## config.mk

```make
export PLATFORM = sky130hd
export DESIGN_NAME = gcl_cmd_arb_flat
export DESIGN_NICKNAME = d
export VERILOG_FILES = /design/src/rtl/gcltypes.sv /design/src/rtl/gcl_cmd_arb_if.sv /design/src/rtl/gcl_rr_pick.sv /design/src/rtl/gcl_cmd_arb.sv /design/src/flat_wrapper.sv
export SDC_FILE = /design/constraint.sdc
export NUM_CORES = 1
export LEC_CHECK = 0
export CORE_ASPECT_RATIO = 1.75
export CORE_MARGIN = 2
export CORE_UTILIZATION = 39
export CTS_CLUSTER_SIZE = 20
export DETAILED_ROUTE_END_ITERATION = 8
export GPL_ROUTABILITY_DRIVEN = 0
export PLACE_DENSITY = 0.92
export SKIP_LAST_GASP = 1
export SLEW_MARGIN = 30
export SYNTH_ARGS = -nofsm -noshare
export SYNTH_HDL_FRONTEND = slang
export SYNTH_SLANG_ARGS = --single-unit
```

## constraint.sdc

```tcl
create_clock -name clk -period 3.5 [get_ports clk]
set_input_delay 0.7 -clock clk [delete_from_list [all_inputs] [get_ports clk]]
set_output_delay 0.7 -clock clk [all_outputs]
set_load 0.01 [all_outputs]
```

## src/rtl/gcltypes.sv

```systemverilog
// Shared gcla_m command types, plus the arbiter state and idle NOP encoding.
package gcltypes;

  localparam int unsigned A_size = 8;
  localparam int unsigned D_SIZE = 16;
  localparam int unsigned ID_W   = 4;

  typedef enum logic [1:0] {
    NOP  = 2'd0,
    WRA  = 2'd1,
    RDA  = 2'd2,
    CPAB = 2'd3
  } gclcmd_t;

  typedef struct packed {
    logic [ID_W-1:0]   id;
    gclcmd_t           cmd;
    logic [A_size-1:0] adr1;
    logic [A_size-1:0] adr2;
    logic [D_SIZE-1:0] data;
  } gclop_t;

  typedef enum logic {
    IDLE   = 1'b0,
    LOCKED = 1'b1
  } arb_state_t;

  // Value driven to gcla_m whenever no requester command is accepted.
  localparam gclop_t GCL_NOP_OP = '{id: 4'hf, cmd: NOP, adr1: '0, adr2: '0, data: '0};

endpackage

```

## src/rtl/gcl_cmd_arb_if.sv

```systemverilog
// Requester-side command handshake bundle for gcl_cmd_arb.
interface gcl_cmd_arb_if
  import gcltypes::*;
#(
  parameter int unsigned N_REQ = 2
);
  logic   [N_REQ-1:0] req_valid;
  gclop_t [N_REQ-1:0] req_op;
  logic   [N_REQ-1:0] req_lock;
  logic   [N_REQ-1:0] req_ready;

  modport master (output req_valid, output req_op, output req_lock, input req_ready);
  modport slave  (input req_valid, input req_op, input req_lock, output req_ready);
endinterface

```

## src/rtl/gcl_rr_pick.sv

```systemverilog
// Rotate-priority picker: first valid bit searching upward from rr_ptr+1 (mod N).
module gcl_rr_pick #(
  parameter int unsigned N   = 2,
  parameter int unsigned IDW = $clog2(N)
) (
  input  logic [N-1:0]   valid,
  input  logic [IDW-1:0] rr_ptr,
  output logic [N-1:0]   grant_c,
  output logic [IDW-1:0] idx_c
);

  logic           found;
  logic [IDW-1:0] pos;

  // Walk the ring once, starting just after the last winner.
  always_comb begin
    grant_c = '0;
    idx_c   = '0;
    found   = 1'b0;
    pos     = '0;
    for (int unsigned k = 1; k <= N; k++) begin
      pos = IDW'((32'(rr_ptr) + k) % N);
      if (!found && valid[pos]) begin
        found        = 1'b1;
        grant_c[pos] = 1'b1;
        idx_c        = pos;
      end
    end
  end

endmodule

```

## src/rtl/gcl_cmd_arb.sv

```systemverilog
// Round-robin command arbiter with per-requester lock in front of gcla_m.
// Optional per-requester/stall statistics under GCL_ARB_STATS_EN.
module gcl_cmd_arb
  import gcltypes::*;
#(
  parameter int unsigned N_REQ    = 2,
  parameter int unsigned LOCK_MAX = 16,
  parameter int unsigned IDW      = $clog2(N_REQ)
) (
  input  logic                 clk,
  input  logic                 reset,
  gcl_cmd_arb_if.slave         req_if,
  input  logic                 dp_stall,
  output gclop_t               gclop_out,
  output logic [IDW-1:0]       grant_id,
  output logic                 out_valid,
  output logic                 lock_abort
`ifdef GCL_ARB_STATS_EN
  ,
  output logic [N_REQ-1:0][15:0] stat_grants,
  output logic [15:0]            stat_stall
`endif
);

  localparam int unsigned CW = $clog2(LOCK_MAX + 1);

  arb_state_t     state_q, state_d;
  logic [IDW-1:0] rr_ptr_q, rr_ptr_d;
  logic [IDW-1:0] owner_q, owner_d;
  logic [CW-1:0]  idle_cnt_q, idle_cnt_d;
  gclop_t         gclop_out_q, gclop_out_d;
  logic [IDW-1:0] grant_id_q, grant_id_d;
  logic           out_valid_q, out_valid_d;
  logic           lock_abort_q, lock_abort_d;

  logic [N_REQ-1:0] pick_grant_c;
  logic [IDW-1:0]   pick_idx_c;
  logic [N_REQ-1:0] ready_c;
  logic [IDW-1:0]   gnt_idx_c;

  gcl_rr_pick #(.N(N_REQ), .IDW(IDW)) u_pick (
    .valid   (req_if.req_valid),
    .rr_ptr  (rr_ptr_q),
    .grant_c (pick_grant_c),
    .idx_c   (pick_idx_c)
  );

  assign req_if.req_ready = ready_c;
  assign gclop_out        = gclop_out_q;
  assign grant_id         = grant_id_q;
  assign out_valid        = out_valid_q;
  assign lock_abort       = lock_abort_q;

  // Grant selection, lock tracking and next registered output.
  always_comb begin
    state_d      = state_q;
    rr_ptr_d     = rr_ptr_q;
    owner_d      = owner_q;
    idle_cnt_d   = idle_cnt_q;
    gclop_out_d  = gclop_out_q;
    grant_id_d   = grant_id_q;
    out_valid_d  = out_valid_q;
    lock_abort_d = 1'b0;
    ready_c      = '0;
    gnt_idx_c    = pick_idx_c;

    if (!dp_stall && !reset) begin
      unique case (state_q)
        IDLE: ready_c = pick_grant_c;
        LOCKED: begin
          gnt_idx_c = owner_q;
          if (req_if.req_valid[owner_q]) begin
            ready_c[owner_q] = 1'b1;
          end else if (idle_cnt_q == CW'(LOCK_MAX - 1)) begin
            // Owner went quiet too long: drop the lock, nobody granted now.
            state_d      = IDLE;
            lock_abort_d = 1'b1;
            idle_cnt_d   = '0;
          end else begin
            idle_cnt_d = idle_cnt_q + CW'(1);
          end
        end
        default: state_d = IDLE;
      endcase

      if (|ready_c) begin
        gclop_out_d = req_if.req_op[gnt_idx_c];
        grant_id_d  = gnt_idx_c;
        out_valid_d = 1'b1;
        idle_cnt_d  = '0;
        if (state_q == IDLE) begin
          rr_ptr_d = gnt_idx_c;
          if (req_if.req_lock[gnt_idx_c]) begin
            state_d = LOCKED;
            owner_d = gnt_idx_c;
          end
        end else if (!req_if.req_lock[gnt_idx_c]) begin
          state_d  = IDLE;
          rr_ptr_d = owner_q;
        end
      end else begin
        gclop_out_d = GCL_NOP_OP;
        out_valid_d = 1'b0;
      end
    end
  end

  // State and output registers.
  always_ff @(posedge clk) begin
    if (reset) begin
      state_q      <= IDLE;
      rr_ptr_q     <= IDW'(N_REQ - 1);
      owner_q      <= '0;
      idle_cnt_q   <= '0;
      gclop_out_q  <= GCL_NOP_OP;
      grant_id_q   <= '0;
      out_valid_q  <= 1'b0;
      lock_abort_q <= 1'b0;
    end else begin
      state_q      <= state_d;
      rr_ptr_q     <= rr_ptr_d;
      owner_q      <= owner_d;
      idle_cnt_q   <= idle_cnt_d;
      gclop_out_q  <= gclop_out_d;
      grant_id_q   <= grant_id_d;
      out_valid_q  <= out_valid_d;
      lock_abort_q <= lock_abort_d;
    end
  end

`ifdef GCL_ARB_STATS_EN
  logic [N_REQ-1:0][15:0] stat_grants_q, stat_grants_d;
  logic [15:0]            stat_stall_q, stat_stall_d;

  assign stat_grants = stat_grants_q;
  assign stat_stall  = stat_stall_q;

  // Saturating transfer and stall counters.
  always_comb begin
    stat_grants_d = stat_grants_q;
    stat_stall_d  = stat_stall_q;
    for (int unsigned i = 0; i < N_REQ; i++) begin
      if (ready_c[i] && stat_grants_q[i] != 16'hFFFF) begin
        stat_grants_d[i] = stat_grants_q[i] + 16'd1;
      end
    end
    if (dp_stall && stat_stall_q != 16'hFFFF) begin
      stat_stall_d = stat_stall_q + 16'd1;
    end
  end

  // Statistics registers.
  always_ff @(posedge clk) begin
    if (reset) begin
      stat_grants_q <= '0;
      stat_stall_q  <= '0;
    end else begin
      stat_grants_q <= stat_grants_d;
      stat_stall_q  <= stat_stall_d;
    end
  end
`endif

endmodule

```

## src/flat_wrapper.sv

```systemverilog
// flat-port wrapper written by rule: the top's interface ports become plain ports
module gcl_cmd_arb_flat import gcltypes::*;
#(
  parameter int unsigned N_REQ    = 2,
  parameter int unsigned LOCK_MAX = 16,
  parameter int unsigned IDW      = $clog2(N_REQ)
)
  (clk, reset, dp_stall, gclop_out, grant_id, out_valid, lock_abort, req_if_req_valid, req_if_req_op, req_if_req_lock, req_if_req_ready);
  gcl_cmd_arb_if #(.N_REQ(N_REQ)) req_if_i ();
  input  logic clk;
  input  logic reset;
  input  logic dp_stall;
  output gclop_t gclop_out;
  output logic [IDW-1:0] grant_id;
  output logic out_valid;
  output logic lock_abort;
  input wire logic [$bits(req_if_i.req_valid)-1:0] req_if_req_valid;
  input wire logic [$bits(req_if_i.req_op)-1:0] req_if_req_op;
  input wire logic [$bits(req_if_i.req_lock)-1:0] req_if_req_lock;
  output wire logic [$bits(req_if_i.req_ready)-1:0] req_if_req_ready;
  assign req_if_i.req_valid = req_if_req_valid;
  assign req_if_i.req_op = req_if_req_op;
  assign req_if_i.req_lock = req_if_req_lock;
  assign req_if_req_ready = req_if_i.req_ready;
  gcl_cmd_arb #(.N_REQ(N_REQ), .LOCK_MAX(LOCK_MAX), .IDW(IDW)) u_core (.clk(clk), .reset(reset), .req_if(req_if_i), .dp_stall(dp_stall), .gclop_out(gclop_out), .grant_id(grant_id), .out_valid(out_valid), .lock_abort(lock_abort));
endmodule
```

==> summary.md <==
| Metric | Value |
|---|---|
| Routed Antenna Nets | `0` |
| Yosys top cell by area | `dfxtp_1` |
| Layout cells sized above 1 | `5.59%` |
| Combinational power share | `23.7%` |
| Switching portion of total power | `23.9%` |
| Simple-gate share of the synthesized area | `13.0%` |
| Gr usage total | `19.9%` |
| Post-synthesis cell count | `231` |
| GRT Residual Overflow | `0` |
| Die Wd | `59.8 µm` |
| Yosys top cell area share | `46.2%` |
| Multiplexer area fraction after synthesis | `19.9%` |
| RSZ-0062 raised after global routing | `false` |
| Synth Warn # | `0` |
| Arr. time, crit path | `2310 ps` |
| Pwr dens | `344 nW/µm²` |
| CP endpoint kind | `primary output` |
| Most instantiated cells after synthesis | `dfxtp_1, nand2_1, mux2i_1` |
| Placed cell area | `3450 µm²` |
| FMAX | `332 MHz` |
| Cell Int Power | `0.000925 W` |
| Total routed wirelength | `6.01 mm` |
| Status | `complete, no violations` |
| DRT Pass-1 Iters | `4` |
| Antenna diode count | `0` |
| Post-synthesis xor/xnor area fraction | `0.824%` |
| Num CTS Buffers | `5` |
| Die footprint | `6080 µm²` |
| CTS Sinks | `49` |
| Final TNS setup | `0 ps` |
| Count leader, synth | `dfxtp_1` |
| Clk_skew | `6.27 ps` |
| H-Tree Depth | `2` |
| Final Cycle Share | `86.1%` |
| Cell area after synthesis | `2120 µm²` |
| Syn nets | `315` |
| Post-synthesis async set-or-reset flop share | `0%` |
| CP Launch Type | `primary input` |
| 1st-iter DRT viols | `66` |
| Worst VDD drop | `0.283 mV` |
| Row cnt | `35` |
| Detailed placement HPWL | `4.81 mm` |
| Seq pwr share | `50.0%` |
| Vias/cell | `5.16` |
| DR vias | `2131` |
| Adder-Cell Fraction of Synth Area | `0.589%` |
| Slew Limit Fails | `0` |
| Vias in the first global route | `2130` |
| Finished Cell Area | `3530 µm²` |
| Post-synth EDFFs | `0` |
| # DRC | `0` |
| Setup bufs post-CTS | `0` |
| Max Cap Violations | `0` |
| Fin crit period | `3010 ps` |
| Root Buffer | `clkbuf_8` |
| DR WL/cell | `14.6 µm` |
| CTS tree | `done` |
| Core area | `5260 µm²` |
| First-pass GRT wire length | `9.37 mm` |
| Hold Fails Final Rpt | `0` |
| CTS clk-pin slew, worst paths | `80 ps` |
| Worst slew margin | `56.4%` |
| CP max FO | `7` |
| Post-CTS Resized | `0` |
| Main synth FF type | `dfxtp_1` |
| Clock buffer depth | `2` |
| P_leak | `1.51 nW` |
| Synth Area in Compound Gates | `15.7%` |
| Initial antenna violation count | `0` |
| NetSw | `0.000291 W` |
| Least-Margin Pin Slew | `654 ps` |
| Largest family of logic cells by synthesized area | `multiplexers` |
| Sequential fraction of the synthesis area | `46.2%` |
| Die height | `102 µm` |
| Final nets | `442` |
| Clock network fraction of design power | `26.3%` |
| Final setup fails | `0` |
| Later-pin clock latency in the skew report | `290 ps` |
| Worst min-delay path class | `register to register` |
| Post-CTS Hold Buffers | `0` |
| Ports | `126` |
| IO buf count | `125` |
| Crit Path Class | `primary input to primary output` |
| Area grow syn2layout | `66.3%` |
| FF+latch count, synth | `49` |
| Required time worst endpoint | `2800 ps` |
| Initial Util | `40.4%` |
| Post-synth cell types | `30` |
| Avg Inst Size Synth | `9.20 µm²` |
| Pin count of the biggest net entering global routing | `42` |
| Largest cells by area after synthesis | `dfxtp_1, mux2i_1, o21ai_0` |
[critical path: stages]
cell and delay, ps:
clkdlybuf4s50_1 570, nand2_1 130, a31oi_4 200, nand3_1 110
inv_1 70, clkdlybuf4s50_1 530
[placed cells by master (no fill, tap or decap), types with 3 or more instances in the layout]
cell type and n:
a21oi_1 8, and3_1 3, buf_4 7, clkbuf_8 6, clkdlybuf4s50_1 125, dfxtp_1 49
inv_1 5, mux2i_1 40, nand2_1 41, nand3_1 5, nor2_1 9, nor3_1 3
o21ai_0 35
[routing by layer]
metal	GRT usage [%]	vias to the layer above	wire length [µm]
li1	-	1064	-
met5	0	-	0
met4	6.32	0	95
met1	18.9	973	2120
met2	39.7	86	3430
met3	4.47	8	368
[state kept, by name (all words and copies together) (netlist names)]
signal	count
u_core.gclop_out	38
u_core.grant_id	1
u_core.idle_cnt_q	5
u_core.lock_abort	1
u_core.out_valid	1
u_core.owner_q	1
u_core.rr_ptr_q	1
u_core.state_q	1
[power by group through the flow]
stage                     Sequential [W]  Clock (W)  Combinational [W]
final                           0.000608   0.000320           0.000288
after floorplan                 0.000630          0           0.000101
after global routing            0.000612   0.000359           0.000310
after detailed placement        0.000621          0           0.000290
after global placement          0.000619          0           0.000283
after CTS                       0.000608   0.000332           0.000291
[path summary, 6_finish.rpt]
check / start / end / slack (ps) / cells after the start
max reg2reg: u_core.state_q$_SDFFE_PP0P_ / u_core.state_q$_SDFFE_PP0P_ / 1310 / 5
max: req_if_req_valid[0] / req_if_req_ready[0] / 490 / 6
min: u_core.gclop_out[16]$_SDFFE_PP0P_ / u_core.gclop_out[16]$_SDFFE_PP0P_ / 450 / 2
min reg2reg: u_core.gclop_out[16]$_SDFFE_PP0P_ / u_core.gclop_out[16]$_SDFFE_PP0P_ / 450 / 2
[area by class of cell]
type / instances / area (µm²)
clock buffer: 7 / 86.3
fill: 444 / 1720
inverter: 5 / 18.8
multi-input combinational: 165 / 1070
sequential: 49 / 981
tap: 55 / 68.8
timing repair buffer: 132 / 1300
[stage by stage]
stage          worst slack [ps]  util [%]  hold WS, ps  power (W)  std cells
6_report                    487      67.2          454    0.00122        413
5_1_grt                     398      67.2          479    0.00128        413
4_1_cts                     487      67.2          459    0.00123        413
3_5_place_dp                490      65.6          440   0.000911        406
3_3_place_gp                531      65.6          433   0.000901        406
2_1_floorplan              1380         -          421   0.000731        231
[logic make-up (layout without fill, tap and decap cells)]
family / after synthesis / after routing
and+or+nand+nor: 66 / 66
AOI/OAI and AO/OA: 54 / 54
DFF: 49 / 49
muxes: 42 / 42
buffers and inverters: 17 / 144
xor gates and xnor gates: 2 / 2
adders and majority gates: 1 / 1
Power figures use the tool's default switching activity.
